<file path="src/rtl/dcache.sv">
// dcache: direct-mapped, write-through, no-write-allocate data cache.
// One NBITS-wide word per line; index = low $clog2(NLINES) address bits,
// tag = the remaining upper bits. Read hits complete with no stall.
// Optional feature macro: DCACHE_STATS_EN adds 16-bit saturating hit/miss
// counters (ports hits, misses).
//
// Handshakes:
//   Controller side: a request (MemRead/MemWrite with addr/wdata) is live
//   while asserted; it retires in the first cycle busy is low, and
//   MemRead/MemWrite/addr/wdata must stay stable while busy is high.
//   Memory side: mem_req (qualified by mem_we) is held continuously until a
//   single-cycle mem_ack; mem_rdata is valid only with mem_ack.
module dcache #(
  parameter int NBITS  = 8,
  parameter int NLINES = 8
) (
  input  logic             clock,
  input  logic             reset,
  input  logic             MemRead,
  input  logic             MemWrite,
  input  logic [NBITS-1:0] addr,
  input  logic [NBITS-1:0] wdata,
  output logic [NBITS-1:0] rdata,
  output logic             busy,
  output logic             mem_req,
  output logic             mem_we,
  output logic [NBITS-1:0] mem_addr,
  output logic [NBITS-1:0] mem_wdata,
  input  logic             mem_ack,
  input  logic [NBITS-1:0] mem_rdata,
`ifdef DCACHE_STATS_EN
  output logic [15:0]      hits,
  output logic [15:0]      misses,
`endif
  output logic [1:0]       state_dbg
);

  localparam int IDXW = $clog2(NLINES);
  localparam int TAGW = NBITS - IDXW;

  typedef enum logic [1:0] {
    IDLE  = 2'd0,
    RMISS = 2'd1,
    WTHRU = 2'd2
  } state_t;

  state_t state;

  logic [NLINES-1:0] line_valid;
  logic [TAGW-1:0]   line_tag  [NLINES];
  logic [NBITS-1:0]  line_data [NLINES];

  logic [IDXW-1:0] idx;
  logic [TAGW-1:0] req_tag;
  logic            hit;

  assign idx       = addr[IDXW-1:0];
  assign req_tag   = addr[NBITS-1:IDXW];
  assign hit       = line_valid[idx] && (line_tag[idx] == req_tag);
  assign state_dbg = state;

  // Stall and read-data decode: hits return line data the same cycle; a
  // store retires on the ack cycle itself.
  always_comb begin
    rdata = '0;
    busy  = 1'b0;
    if (hit) rdata = line_data[idx];
    case (state)
      IDLE:    busy = MemWrite || (MemRead && !hit);
      RMISS:   busy = 1'b1;
      WTHRU:   busy = !mem_ack;
      default: busy = 1'b0;
    endcase
  end

  // Control FSM with registered backing-memory request outputs.
  always_ff @(posedge clock) begin
    if (reset) begin
      state     <= IDLE;
      mem_req   <= 1'b0;
      mem_we    <= 1'b0;
      mem_addr  <= '0;
      mem_wdata <= '0;
    end else begin
      case (state)
        IDLE: begin
          if (MemWrite) begin
            state     <= WTHRU;
            mem_req   <= 1'b1;
            mem_we    <= 1'b1;
            mem_addr  <= addr;
            mem_wdata <= wdata;
          end else if (MemRead && !hit) begin
            state    <= RMISS;
            mem_req  <= 1'b1;
            mem_we   <= 1'b0;
            mem_addr <= addr;
          end
        end
        RMISS, WTHRU: begin
          if (mem_ack) begin
            state   <= IDLE;
            mem_req <= 1'b0;
          end
        end
        default: begin
          state   <= IDLE;
          mem_req <= 1'b0;
        end
      endcase
    end
  end

  // Valid bits: cleared by reset, set when a miss fill lands.
  always_ff @(posedge clock) begin
    if (reset) line_valid <= '0;
    else if (state == RMISS && mem_ack) line_valid[idx] <= 1'b1;
  end

  // Tag/data arrays: fill on read miss, update on write-through hit only.
  always_ff @(posedge clock) begin
    if (!reset) begin
      if (state == RMISS && mem_ack) begin
        line_tag[idx]  <= req_tag;
        line_data[idx] <= mem_rdata;
      end else if (state == WTHRU && mem_ack && hit) begin
        line_data[idx] <= wdata;
      end
    end
  end

`ifdef DCACHE_STATS_EN
  // Saturating counters: retiring read hits and IDLE->RMISS transitions.
  always_ff @(posedge clock) begin
    if (reset) begin
      hits   <= '0;
      misses <= '0;
    end else if (state == IDLE && MemRead && !MemWrite) begin
      if (hit) begin
        if (hits != 16'hFFFF) hits <= hits + 16'd1;
      end else begin
        if (misses != 16'hFFFF) misses <= misses + 16'd1;
      end
    end
  end
`endif

endmodule

</file>
<file path="config.mk">
export PLATFORM = sky130hd
export DESIGN_NAME = dcache
export DESIGN_NICKNAME = d
export VERILOG_FILES = /design/src/rtl/dcache.sv
export SDC_FILE = /design/constraint.sdc
export NUM_CORES = 1
export LEC_CHECK = 0
export CAP_MARGIN = 20
export CORE_MARGIN = 10
export CORE_UTILIZATION = 51
export DETAILED_ROUTE_END_ITERATION = 10
export PLACE_DENSITY = 0.73
export SLEW_MARGIN = 10
export SYNTH_ARGS = -nofsm -noshare
export SYNTH_HDL_FRONTEND = slang
export SYNTH_SLANG_ARGS = --single-unit
</file>
<file path="constraint.sdc">
create_clock -name clock -period 3 [get_ports clock]
set_input_delay 0.6 -clock clock [delete_from_list [all_inputs] [get_ports clock]]
set_output_delay 0.6 -clock clock [all_outputs]
set_load 0.1 [all_outputs]
</file>
==> reports/qor.txt <==
Synth Flop Type - edfxtp_1
Die W - 126 µm
leakage power - 2.89 nW
Setup crit start - line_tag[2][2]$_DFFE_PP_
DRC - 0
post-synthesis net count - 454
CTS root buffer - clkbuf_8
Post-Place Cells - 654
final hold violation count - 0
initial core utilization - 52.1%
number of I/O port buffers - 57
routed vias/inst - 5.76
Worst VDD drop - 0.437 mV
crit path time final - 3.27 ns
# clock sinks - 132
crit path to - rdata[3]
Critical Path Source Type - flip-flop
Setup CP Type - flip-flop to primary output
clock skew - 0.00748 ns
RSZ-0062 raised after global routing - true
Row Count - 38
synth warn - 0
ANT nets after route - 0
status - finished, violations left
#FFs+latches synth - 132
max_slew headroom - 72.8%
Worst Path Max Fanout - 6
WP data arrival - 2.67 ns
Req. time, crit path - 2.40 ns
largest area contributor in the netlist - edfxtp_1
Area growth, synth to finish - 37.8%
largest cells by area after synthesis - edfxtp_1 55%, dfxtp_1 9.9%, mux2i_1 4.9%
largest net degree at the start of global routing - 37
clock slew at reported path FFs - 0.06 ns
Core Region - 0.0109 mm²
TritonCTS Buffers - 17
final setup vio count - 9
TritonRoute pass-1 iters - 5
FMAX - 306 MHz
synth cell count leaders - 104 x edfxtp_1, 28 x dfxtp_1, 28 x mux2i_1, 24 x nor2_1, 22 x nand2b_1
post-route core utilization - 71.9%
Post-Route Setup TNS - -2.13 ns
R2R setup slack - 0.27 ns
# hold bufs at CTS - 0
power density over cell area - 624 mW/mm²
Final WS setup - -0.272 ns
leading cell type by number of instances after synthesis - edfxtp_1
GRT Residual Overflow - 0
FF-to-FF End - line_data[0][1]$_DFFE_PP_
Hold Crit Class - flip-flop to flip-flop
Post-Syn Area per Cell - 13.5 µm²
failing checks - setup timing
Die H - 126 µm
top cell type's share of synthesized area - 55.0%
reg2reg path depth - 8
vias in the first global route - 4,124
H-tree depth - 4
Slew Limit Fails - 0
CTS tree - done
Worst setup EP type - primary output
first-pass GRT wire length - 22,300 µm
final period utilization - 109%
initial drt markers - 295
initial antenna violation count - 0
antenna cells - 0
Seq/Total Area, Yosys - 64.9%
synthesized cell area - 0.00568 mm²
worst skew pair latency - 0.53 ns
die area - 0.0158 mm²
gpl congestion - 0.813
I/O pin total - 58
WL/cell - 20.4 µm
Worst Max-Slew Pin Slew - 0.409 ns
Filler cells - 663
CTS Buffer Depth - 2
final wirelength - 14,000 µm
Post-synth EDFFs - 104
Max-cap violations - 0
synthesized instance count - 421
share of cells above drive strength 1 - 32.9%
dpl hpwl - 9410 µm
via count - 3,956
post-synth cell types - 55
fin nets - 567
gr usage total - 17.8%
non-filler cells, final - 687
hold slack - 0.468 ns
ys async rst share - 0%
worst r2r src - line_tag[2][2]$_DFFE_PP_
## routing by layer
| metal | GRT usage (%) | share of wire [%] | vias up |
|---|---|---|---|
| met5 | 0 | 0 | - |
| met4 | 6.71 | 1.9 | 0 |
| met3 | 6.13 | 7.8 | 27 |
| met2 | 27.0 | 46 | 171 |
| met1 | 22.9 | 44 | 1948 |
| li1 | - | - | 1810 |
## stage by stage
| step | total power [mW] | instance area [µm²] | worst slack [ns] |
|---|---|---|---|
| after floorplan | 2.54 | 5950 | -0.595 |
| after global placement | 2.73 | 7110 | -0.313 |
| after detailed placement | 2.75 | 7110 | -0.364 |
| after CTS | 4.89 | 7780 | -0.275 |
| after global routing | 5.03 | 7820 | -0.391 |
| final | 4.88 | 7820 | -0.272 |
## layout by cell type, fill, tap and decap left out, types with 5 or more instances in the layout
cell type and n:
mux2_1 8, nor2b_1 8, a21oi_1 17, inv_1 13, buf_12 20, a211oi_2 5, nand2b_1 19, o21ai_0 6
edfxtp_1 104, mux2_2 12, clkdlybuf4s50_1 25, buf_4 75, mux2i_1 28, nand2_1 19, dfxtp_1 28, nor2_1 21
clkbuf_8 5, and3_1 8, nand3_1 9, o22ai_1 16, clkbuf_16 16
## logic make-up (layout without fill, tap and decap cells)
| group | Yosys count | in the layout | synth area share (%) |
|---|---|---|---|
| simple gates | 109 | 109 | 10.6 |
| buf+inv | 40 | 166 | 3.48 |
| mux | 51 | 51 | 9.50 |
| flops | 132 | 132 | 64.9 |
| xor+xnor | 2 | 2 | 0.309 |
| compound gates | 83 | 83 | 10.4 |
| fa+ha+maj | 4 | 4 | 0.881 |
## state kept, by name (all words and copies together) (netlist names)
name,cells
line_data,64
line_valid,8
line_tag,40
mem_we,1
state_dbg,2
mem_addr,8
mem_wdata,8
mem_req,1
## power breakdown
part	leakage, nW	total [mW]	internal, mW	switching (mW)
clock	0.302	2.16	1.43	0.726
sequential	1.16	2.02	2.00	0.0199
combinational	1.42	0.700	0.238	0.462
total	2.89	4.88	3.67	1.21
## what timing repair did
| action | 4_1_cts | 5_1_grt |
|---|---|---|
| cloned | 0 | 0 |
| buffers inserted | 0 | 1 |
| pin swaps | 6 | 1 |
| endpoints found under the hold margin | 0 | 0 |
| resized for setup | 10 | 6 |
| endpoints found under the setup margin | 9 | 9 |
## worst min path at each step
stage                                           from  cells past startpoint                    endpoint  slack, ns
final                      mem_wdata[2]$_SDFFE_PP0P_                      2   mem_wdata[2]$_SDFFE_PP0P_       0.47
after global routing       mem_wdata[1]$_SDFFE_PP0P_                      2   mem_wdata[1]$_SDFFE_PP0P_       0.49
after CTS                  mem_wdata[1]$_SDFFE_PP0P_                      2   mem_wdata[1]$_SDFFE_PP0P_       0.47
after detailed placement   mem_wdata[1]$_SDFFE_PP0P_                      2   mem_wdata[1]$_SDFFE_PP0P_       0.46
after global placement     mem_wdata[7]$_SDFFE_PP0P_                      2   mem_wdata[7]$_SDFFE_PP0P_       0.44
after floorplan           line_valid[1]$_SDFFE_PP0P_                      2  line_valid[1]$_SDFFE_PP0P_       0.45
## worst max-delay path: stages (launching register included)
cell and delay, ns:
edfxtp_1 0.37, mux2_2 0.30, o22ai_4 0.18, nor4_2 0.08, nor4b_4 0.35, nand4_4 0.18
buf_12 0.20, a2111oi_4 0.26, buf_12 0.22
## final cells by class
class,instances,area [µm²],share of cell area [%]
multi-input cells,249,2070,26.4
inverters,13,48.8,0.624
flip-flops and latches,132,3680,47.1
repair buffers,121,1220,15.7
well taps,140,175,2.24
clock buffers,22,473,6.05
clock inverters,10,153,1.95
Note: power is estimated with default switching activity, not from simulation.
